[config.mk]
export PLATFORM = sky130hd
export DESIGN_NAME = slowmem_arbiter
export DESIGN_NICKNAME = d
export VERILOG_FILES = /design/src/rtl/slowmem_arbiter.sv
export SDC_FILE = /design/constraint.sdc
export NUM_CORES = 1
export LEC_CHECK = 0
export ABC_AREA = 1
export CORE_UTILIZATION = 40
export CTS_BUF_LIST = sky130_fd_sc_hd__clkbuf_4
export DETAILED_ROUTE_END_ITERATION = 6
export GPL_ROUTABILITY_DRIVEN = 0
export HOLD_SLACK_MARGIN = 0.12
export PLACE_DENSITY = 0.86
export SLEW_MARGIN = 0
export SYNTH_ARGS = -nofsm -noshare
export SYNTH_HDL_FRONTEND = slang
export SYNTH_SLANG_ARGS = --single-unit
[constraint.sdc]
create_clock -name clk -period 4.8 [get_ports clk]
set_input_delay 0.96 -clock clk [delete_from_list [all_inputs] [get_ports clk]]
set_output_delay 0.96 -clock clk [all_outputs]
set_load 0.01 [all_outputs]
[src/rtl/slowmem_arbiter.sv]
// slowmem_arbiter: shares one slow memory port between two instruction-cache
// read ports and one data port. A single transaction is in flight at a time:
// IDLE grants, STROBE pulses mem_strobe for one cycle, and WAIT waits for mem_mfc
// on reads. Data requests always win. Optional macro ARB_ROUND_ROBIN_EN makes
// instruction ports alternate on a tie. Without it, port 0 beats port 1.
// All outputs come straight from flops.
module slowmem_arbiter (
   input  logic        clk,
   input  logic        reset,
   input  logic        ireq0,
   input  logic        ireq1,
   input  logic [15:0] iaddr0,
   input  logic [15:0] iaddr1,
   input  logic        dreq,
   input  logic        drnotw,
   input  logic [15:0] daddr,
   input  logic [15:0] dwdata,
   output logic        idone0,
   output logic        idone1,
   output logic        ddone,
   output logic [15:0] rdata,
   output logic        busy,
   output logic        mem_strobe,
   output logic        mem_rnotw,
   output logic [15:0] mem_addr,
   output logic [15:0] mem_wdata,
   input  logic        mem_mfc,
   input  logic [15:0] mem_rdata
);

   typedef enum logic [1:0] {
      IDLE   = 2'd0,
      STROBE = 2'd1,
      WAIT   = 2'd2
   } state_t;

   typedef enum logic [1:0] {
      OWN_I0 = 2'd0,
      OWN_I1 = 2'd1,
      OWN_D  = 2'd2
   } owner_t;

   state_t      state_q, state_d;
   owner_t      owner_q, owner_d;
   logic        mem_strobe_q, mem_strobe_d;
   logic        mem_rnotw_q, mem_rnotw_d;
   logic [15:0] mem_addr_q, mem_addr_d;
   logic [15:0] mem_wdata_q, mem_wdata_d;
   logic        idone0_q, idone0_d;
   logic        idone1_q, idone1_d;
   logic        ddone_q, ddone_d;
   logic [15:0] rdata_q, rdata_d;
   logic        busy_q, busy_d;
   logic        pick_i1;
`ifdef ARB_ROUND_ROBIN_EN
   logic        rr_last_q, rr_last_d;
`endif

   // Decide which instruction port wins if an instruction grant happens now
   always_comb begin
`ifdef ARB_ROUND_ROBIN_EN
      if (ireq0 && ireq1) begin
         pick_i1 = ~rr_last_q;
      end else begin
         pick_i1 = ireq1;
      end
`else
      if (ireq0) begin
         pick_i1 = 1'b0;
      end else begin
         pick_i1 = ireq1;
      end
`endif
   end

   // Next-state and registered-output computation for the grant/strobe/wait sequence
   always_comb begin
      state_d      = state_q;
      owner_d      = owner_q;
      mem_strobe_d = 1'b0;
      mem_rnotw_d  = mem_rnotw_q;
      mem_addr_d   = mem_addr_q;
      mem_wdata_d  = mem_wdata_q;
      idone0_d     = 1'b0;
      idone1_d     = 1'b0;
      ddone_d      = 1'b0;
      rdata_d      = rdata_q;
`ifdef ARB_ROUND_ROBIN_EN
      rr_last_d    = rr_last_q;
`endif
      case (state_q)
         IDLE: begin
            if (dreq) begin
               owner_d      = OWN_D;
               mem_addr_d   = daddr;
               mem_rnotw_d  = drnotw;
               mem_wdata_d  = dwdata;
               mem_strobe_d = 1'b1;
               state_d      = STROBE;
            end else if (ireq0 || ireq1) begin
               owner_d      = pick_i1 ? OWN_I1 : OWN_I0;
               mem_addr_d   = pick_i1 ? iaddr1 : iaddr0;
               mem_rnotw_d  = 1'b1;
               mem_strobe_d = 1'b1;
               state_d      = STROBE;
`ifdef ARB_ROUND_ROBIN_EN
               rr_last_d    = pick_i1;
`endif
            end else begin
               state_d = IDLE;
            end
         end
         STROBE: begin
            if (mem_rnotw_q) begin
               state_d = WAIT;
            end else begin
               // Writes complete as soon as the strobe has been presented
               idone0_d = (owner_q == OWN_I0);
               idone1_d = (owner_q == OWN_I1);
               ddone_d  = (owner_q == OWN_D);
               state_d  = IDLE;
            end
         end
         WAIT: begin
            if (mem_mfc) begin
               rdata_d  = mem_rdata;
               idone0_d = (owner_q == OWN_I0);
               idone1_d = (owner_q == OWN_I1);
               ddone_d  = (owner_q == OWN_D);
               state_d  = IDLE;
            end else begin
               state_d = WAIT;
            end
         end
         default: begin
            state_d = IDLE;
         end
      endcase
      busy_d = (state_d != IDLE);
   end

   // State and output registers; reset abandons any transaction in flight
   always_ff @(posedge clk or posedge reset) begin
      if (reset) begin
         state_q      <= IDLE;
         owner_q      <= OWN_I0;
         mem_strobe_q <= 1'b0;
         mem_rnotw_q  <= 1'b1;
         mem_addr_q   <= 16'h0000;
         mem_wdata_q  <= 16'h0000;
         idone0_q     <= 1'b0;
         idone1_q     <= 1'b0;
         ddone_q      <= 1'b0;
         rdata_q      <= 16'h0000;
         busy_q       <= 1'b0;
`ifdef ARB_ROUND_ROBIN_EN
         rr_last_q    <= 1'b1;
`endif
      end else begin
         state_q      <= state_d;
         owner_q      <= owner_d;
         mem_strobe_q <= mem_strobe_d;
         mem_rnotw_q  <= mem_rnotw_d;
         mem_addr_q   <= mem_addr_d;
         mem_wdata_q  <= mem_wdata_d;
         idone0_q     <= idone0_d;
         idone1_q     <= idone1_d;
         ddone_q      <= ddone_d;
         rdata_q      <= rdata_d;
         busy_q       <= busy_d;
`ifdef ARB_ROUND_ROBIN_EN
         rr_last_q    <= rr_last_d;
`endif
      end
   end

   assign idone0     = idone0_q;
   assign idone1     = idone1_q;
   assign ddone      = ddone_q;
   assign rdata      = rdata_q;
   assign busy       = busy_q;
   assign mem_strobe = mem_strobe_q;
   assign mem_rnotw  = mem_rnotw_q;
   assign mem_addr   = mem_addr_q;
   assign mem_wdata  = mem_wdata_q;

endmodule

==> results of run 1 <==
## state kept, by name, summed over array words and instances, names as in the netlist
name	flops
owner_q	2
idone1	1
idone0	1
mem_strobe	1
mem_rnotw	1
mem_wdata	16
busy	1
ddone	1
rdata	16
mem_addr	16
state_q	2
## power groups by stage
stage	sequential [uW]	clock, uW	combinational [uW]
final	844	278	1120
after global routing	877	320	1220
after CTS	846	289	1130
after detailed placement	852	0	1130
after global placement	842	0	1090
after floorplan	947	0	462
## cells by family (layout without fill, tap and decap cells)
kind of cell | after synthesis | after routing | synth area share, %
AO/OA/AOI/OAI | 6 | 6 | 1.19
adder cells (fa/ha/maj) | 5 | 5 | 2.29
buffers and inverters | 24 | 167 | 5.45
flip-flops | 58 | 58 | 53.2
multiplexers | 16 | 16 | 7.01
AND/OR/NAND/NOR | 195 | 195 | 30.8
## routing by layer
metal / part of all wire (%) / GRT usage [%]
met3: 7.5 / 6.49
met5: 0 / 0
met2: 50 / 34.7
met4: 1.1 / 6.63
met1: 42 / 25.4
## through the flow
step                      hold slack (ns)  area [um^2]  util (%)  total power, uW  setup slack (ns)
after global routing                0.508         4230      65.5             2420              2.17
final                               0.486         4230      65.5             2240              2.30
after floorplan                     0.480         2730         -             1410              2.41
after detailed placement            0.464         4130      63.9             1980              1.91
after CTS                           0.490         4230      65.5             2270              2.32
after global placement              0.462         4130      63.9             1940              2.04
## worst min-delay path, stage by stage, from the launching register on
cell and delay [ns]:
dfrtp_1 0.35, nand2_1 0.05, nand2_1 0.06
## cell usage in the layout, fill, tap and decap left out
master and count:
nand3_1 32, ha_1 5, mux2_4 3, inv_2 4, dfstp_2 1, buf_4 1, clkdlybuf4s50_1 140, nand2_2 1
a211oi_1 1, nand4_1 1, nor2_2 11, clkinv_2 4, a21oi_1 3, nand2_4 4, dfrtp_1 57, clkbuf_4 11
nor2_1 27, nand2_1 118, mux2_2 13, o21ai_0 2, nor2_4 1, inv_1 7
## area by class of cell
type	instances	area, um^2
timing repair buffer	141	1410
clock inverter	4	20.0
multi-input combinational	222	1130
inverter	11	41.3
tap	77	96.3
sequential	58	1450
fill	517	2230
clock buffer	11	82.6
## worst paths after layout
| path | start | end | slack, ns | cells after the start |
|---|---|---|---|---|
| worst max register to register | state_q[0]$_DFF_PP0_ | mem_wdata[10]$_DFFE_PP0P_ | 3.18 | 6 |
| worst min-delay path | mem_addr[5]$_DFFE_PP0P_ | mem_addr[5]$_DFFE_PP0P_ | 0.49 | 2 |
| worst min register to register | mem_addr[5]$_DFFE_PP0P_ | mem_addr[5]$_DFFE_PP0P_ | 0.49 | 2 |
| worst max-delay path | ireq1 | owner_q[1]$_DFFE_PP0P_ | 2.30 | 6 |
| max in group asynchronous | reset | rdata[1]$_DFFE_PP0P_ | 3.25 | 3 |
| min in group asynchronous | reset | rdata[10]$_DFFE_PP0P_ | 1.10 | 3 |
==> metrics.yaml, run 1 <==
cts_resized: 0
cp_max_fo: 36
crit_path_start_kind: "primary input"
via_per_inst: 4.75
worstMarginPinSlew_ns: 0.810
num_rows: 29
critPathBufInv: 2
slew_headroom_pct: 45.9
synth_top_area_share_pct: 52.2
p_int_uw: 1450
grt_start_max_net_pins: 59
die_x_um: 84.6
failed_checks: "DRC"
combPwrFrac_pct: 49.9
powerDensity_nw_per_um2: 529
cp_cell_sequence: "clkdlybuf4s50_1 -> nor2_4 -> nand2_4 -> nand2_4 -> inv_1 -> o21ai_0"
grt_pass1_wl_um: 11700
crit_path_max_incr_delay_ns: 0.83
port_buffers: 140
worstSkewPairLatency_ns: 0.38
nets: 535
critPathCaptureType: "flip-flop"
clkTransAtPathRegs_ns: 0.09
critPathTopFamily: "buffers and inverters"
fin_setup_tns_ns: 0
criticalPathCategory: "in2reg"
hold_viol_final: 0
dp_hpwl_um: 5010
vias: 2489
ir_worst_vdd_mv: 0.256
synth.net_count: 396
maxSlewViolCount: 0
synthTopCellsByArea: "dfrtp_1 (52%), nand2_1 (16%), nand3_1 (5.9%)"
rsz0062_at_grt: "false"
cts_buffers: 9
cp_common_cell: "nand2_4"
htree_num_levels: 3
cts_setup_buffers: 0
netlist_top_cells_count: "nand2_1 (118), dfrtp_1 (57), nand3_1 (32), nor2_1 (27), mux2_2 (13)"
p_leak_uw: 0.00201
dieArea_um2: 7160
synth_cell_types: 23
grt_pass1_vias: 2537
start_util_pct: 42.3
syn_area_um2: 2730
drt_iter0_drc: 154
ant_nets: 0
cts_buffer_depth: 2
placed_cells: 509
yosys.area.top_type: "dfrtp_1"
die_y_um: 84.6
drv_cap: 0
first_pass_iters: 7
postCtsHoldBufs: 0
cts_tree: "yes"
overflow: 0
synth_ff_type: "dfrtp_1"
cts_root_buffer: "clkbuf_4"
layout-drive-gt1-share_pct: 12.1
fin_crit_sh_pct: 52.0
grt_util_all_layers_pct: 20.7
detail_route.wl_per_cell_um: 13.1
synth_seq_cells: 58
syn_inst: 304
syn_avg_cell_area_um2: 8.98
hp-class: "reg2reg"
ys_async_sr_fraction_pct: 100
io_pins: 141
synth_most_common_cell: "nand2_1"
route.detailed.drc: 8
yosysSeqAreaShare_pct: 53.2
yosys_warnings: 0
coreArea_um2: 6460
status: "finished with violations"
antenna_cells: 0
fmax_mhz: 401
worstPathRequired_ns: 5.09
cpMaxStageDelayCell: "clkdlybuf4s50_1"
fin_worst_skew_ns: 0.00997
setup_viol_count_final: 0
finalNonFillerCells: 524
worstPathArrival_ns: 2.79
post-route-min-period_ns: 2.50
clock_sinks: 58
synth-edff-count: 0
seqPwrFrac_pct: 37.7
wl_um: 6860
syn2layout_area_growth_pct: 54.9
clkPwrFrac_pct: 12.4
power.switching_uw: 794
switching_share_pct: 35.4
grt_antenna_before_repair: 0
No activity file was read; power rests on OpenSTA's default activity.
==> run 2, diff against run 1 <==
Settings changed: CORE_UTILIZATION 40 to 37, PLACE_DENSITY 0.86 to 0.84.
Clock period 4.8 ns to 2 ns, I/O delays scaled along.
==> metrics.yaml, run 2 (synthesized netlist as in run 1, its figures left out) <==
critPathBufInv: 1
rsz0062_at_grt: "false"
post-route-min-period_ns: 1.87
maxSlewViolCount: 0
cpMaxStageDelayCell: "clkdlybuf4s50_1"
die_y_um: 87.9
port_buffers: 140
detail_route.wl_per_cell_um: 13.3
ir_worst_vdd_mv: 0.666
critPathCaptureType: "output port"
cp_cell_sequence: "clkdlybuf4s50_1"
drt_iter0_drc: 106
dp_hpwl_um: 5590
cp_max_fo: 3
grt_start_max_net_pins: 30
antenna_cells: 0
wl_um: 7330
grt_pass1_vias: 2611
fin_worst_skew_ns: 0.00860
register_area_um2: 1450
nets: 543
design_area_um2: 4390
start_util_pct: 39.3
crit_path_max_incr_delay_ns: 0.56
r2r_end: "mem_wdata[13]$_DFFE_PP0P_"
worstSkewPairLatency_ns: 0.38
cts_buffer_depth: 2
status: "completed"
worstPathArrival_ns: 1.47
mostFrequentLayoutCells: "clkdlybuf4s50_1 (140), nand2_1 (118), dfrtp_1 (57)"
clkTransAtPathRegs_ns: 0.10
postCtsHoldBufs: 0
n_fill_cell: 581
num_rows: 30
setup_viol_count_final: 0
worstPathRequired_ns: 1.60
drv_cap: 0
p_leak_uw: 0.00208
final_common_cell: "clkdlybuf4s50_1"
grt_util_all_layers_pct: 19.9
grt_antenna_before_repair: 0
whs_ns: 0.316
grt_pass1_wl_um: 11800
hold_viol_final: 0
fmax_mhz: 534
syn2layout_area_growth_pct: 60.7
io_pins: 141
hp-class: "in2async"
worstMarginPinSlew_ns: 0.380
cts_root_buffer: "clkbuf_4"
overflow: 0
critPathTopFamily: "buffers and inverters"
ant_nets: 0
dieArea_um2: 7730
fin_crit_sh_pct: 93.7
clock_sinks: 58
vias: 2535
coreArea_um2: 6940
htree_num_levels: 3
first_pass_iters: 4
cts_setup_buffers: 0
slew_headroom_pct: 74.6
crit_path_start_kind: "flip-flop"
cts_tree: "yes"
via_per_inst: 4.59
cts_buffers: 9
layout-drive-gt1-share_pct: 13.6
r2r_setup_slack_ns: 0.50
cts_resized: 0
placed_area_um2: 4240
route.detailed.drc: 0
criticalPathCategory: "reg2out"
power.total_uw: 5730
die_x_um: 87.9
fin_setup_tns_ns: 0
ff2ff_path_depth: 6
rr_startpoint: "state_q[0]$_DFF_PP0_"
multi_input_area_um2: 1130
powerDensity_nw_per_um2: 1310
## run 2: cell type report
class | count | area share [%]
Tap cell | 96 | 2.74
Multi-Input combinational cell | 222 | 25.7
Clock inverter | 7 | 1.91
Sequential cell | 58 | 33.1
Clock buffer | 9 | 1.54
Timing Repair Buffer | 149 | 34.0
Inverter | 11 | 0.941
## run 2: per-stage QoR
stage | utilization (%) | std cells | worst slack, ns
finish | 63.2 | 552 | 0.126
global route | 63.2 | 552 | 0.0551
CTS | 63.2 | 552 | 0.0778
detailed placement | 61.0 | 536 | 0.165
global placement | 61.0 | 536 | 0.221
floorplan | - | 304 | 0.174
## run 2: how the worst max path moves through the flow
stage,cells after the start,slack (ns),endpoint,startpoint
finish,1,0.13,mem_rnotw,mem_rnotw$_DFFE_PP1P_
global route,1,0.06,mem_rnotw,mem_rnotw$_DFFE_PP1P_
CTS,1,0.08,mem_rnotw,mem_rnotw$_DFFE_PP1P_
detailed placement,8,0.16,mem_addr[12]$_DFFE_PP0P_,ireq1
global placement,8,0.22,mem_addr[8]$_DFFE_PP0P_,ireq1
floorplan,1,0.17,busy$_DFF_PP0_,reset
## run 2: report_power, final
group | leakage (uW) | total (uW) | switching (uW) | internal (uW)
registers | 0.000709 | 2040 | 303 | 1730
clock network | 0.0000869 | 918 | 424 | 495
logic | 0.00128 | 2770 | 1250 | 1530
total | 0.00208 | 5730 | 1970 | 3760
## run 2: per-layer routing
layer / up-vias / routed length (um) / track usage, %
met5: - / 0 / 0
met4: 0 / 116 / 7.75
met3: 13 / 395 / 4.52
met2: 84 / 3680 / 35.0
met1: 1182 / 3140 / 23.5
li1: 1256 / - / -
==> run 3, diff against run 2 <==
Settings changed: CTS_BUF_LIST sky130_fd_sc_hd__clkbuf_4 to sky130_fd_sc_hd__clkbuf_4 sky130_fd_sc_hd__clkbuf_8.
==> metrics.yaml, run 3 (synthesized netlist as in run 1, its figures left out) <==
crit_path_max_incr_delay_ns: 0.55
worstPathRequired_ns: 1.60
status: "completed"
postCtsHoldBufs: 0
post-route-min-period_ns: 1.81
grt_util_all_layers_pct: 20.2
criticalPathCategory: "reg2out"
drv_cap: 0
cts_root_buffer: "clkbuf_8"
fin_crit_sh_pct: 90.6
htree_num_levels: 3
powerDensity_nw_per_um2: 1350
ir_worst_vdd_mv: 0.647
ff2ff_path_depth: 6
critPathCaptureType: "output port"
rsz0062_at_grt: "false"
top_usage_layer: "met2"
antenna_cells: 0
syn2layout_area_growth_pct: 63.2
io_pins: 141
cts_buffers: 9
grt_pass1_vias: 2622
fin_worst_skew_ns: 0.00848
grt_pass1_wl_um: 11800
fin_setup_tns_ns: 0
vias: 2532
crit_path_start_kind: "flip-flop"
route.detailed.drc: 0
worstMarginPinSlew_ns: 0.371
grt_use_met2_pct: 35.4
worstSkewPairLatency_ns: 0.33
worstPathArrival_ns: 1.41
crit_cells: 1
gr-usage-met3_pct: 5.37
detail_route.wl_per_cell_um: 13.4
use_met1_pct: 23.7
p_leak_uw: 0.00211
overflow: 0
critPathBufInv: 1
drt_iter0_drc: 109
placed_area_um2: 4240
start_util_pct: 39.3
cts_buffer_depth: 2
cp_max_fo: 3
num_rows: 30
critPathTopFamily: "buffers and inverters"
final_common_cell: "clkdlybuf4s50_1"
port_buffers: 140
clkTransAtPathRegs_ns: 0.07
cts_tree: "yes"
wl_um: 7380
slew_headroom_pct: 75.3
fmax_mhz: 552
grt_start_max_net_pins: 30
grt_antenna_before_repair: 0
cp_cell_sequence: "clkdlybuf4s50_1"
hp-class: "in2async"
dieArea_um2: 7730
power.total_uw: 6000
cpMaxStageDelayCell: "clkdlybuf4s50_1"
first_pass_iters: 4
mostFrequentLayoutCells: "clkdlybuf4s50_1 (140), nand2_1 (118), dfrtp_1 (57)"
design_area_um2: 4450
coreArea_um2: 6940
dp_hpwl_um: 5590
hold_viol_final: 0
post-route-util_pct: 64.1
die_x_um: 87.9
ant_nets: 0
nets: 543
setup_viol_count_final: 0
maxSlewViolCount: 0
die_y_um: 87.9
cts_setup_buffers: 0
layout-drive-gt1-share_pct: 13.8
cts_resized: 0
clock_sinks: 58
via_per_inst: 4.59
run 3: cell types whose count changed in the layout (fill, tap and decap cells not counted), sizes merged:
cell / change
clkinv: -1
clkbuf: +1
run 3: path summary, 6_finish.rpt:
kind | start | end | slack, ns
max | mem_rnotw$_DFFE_PP1P_ | mem_rnotw | 0.19
min | reset | rdata[13]$_DFFE_PP0P_ | 0.37
max reg2reg | state_q[0]$_DFF_PP0_ | mem_wdata[13]$_DFFE_PP0P_ | 0.51
min reg2reg | mem_wdata[3]$_DFFE_PP0P_ | mem_wdata[3]$_DFFE_PP0P_ | 0.48
max in group asynchronous | reset | mem_rnotw$_DFFE_PP1P_ | 1.10
min in group clk | mem_wdata[3]$_DFFE_PP0P_ | mem_wdata[3]$_DFFE_PP0P_ | 0.48
run 3: layout make-up:
| type | count | area (um^2) |
|---|---|---|
| clock buffer | 10 | 138 |
| sequential | 58 | 1450 |
| clock inverter | 6 | 80.1 |
| multi-input combinational | 222 | 1130 |
| inverter | 11 | 41.3 |
| fill | 562 | 2490 |
| tap | 96 | 120 |
| timing repair buffer | 149 | 1490 |
run 3: metal layers:
| layer | up-vias | share of wire [%] |
|---|---|---|
| met5 | - | 0 |
| met4 | 0 | 1.5 |
| met3 | 11 | 6.1 |
| met2 | 90 | 50 |
| met1 | 1183 | 42 |
| li1 | 1248 | - |
run 3: power breakdown:
part,switching (uW),leakage [uW],total [uW],internal (uW)
registers,305,0.000709,2040,1740
clock network,453,0.000116,1180,726
logic,1250,0.00128,2770,1530
total,2000,0.00211,6000,3990
run 3: stage by stage:
step	hold WS, ns	cells	setup WS, ns
after floorplan	0.480	304	0.174
after global routing	0.380	552	0.137
after CTS	0.372	552	0.153
final	0.368	552	0.187
after detailed placement	0.464	536	0.165
after global placement	0.464	536	0.221
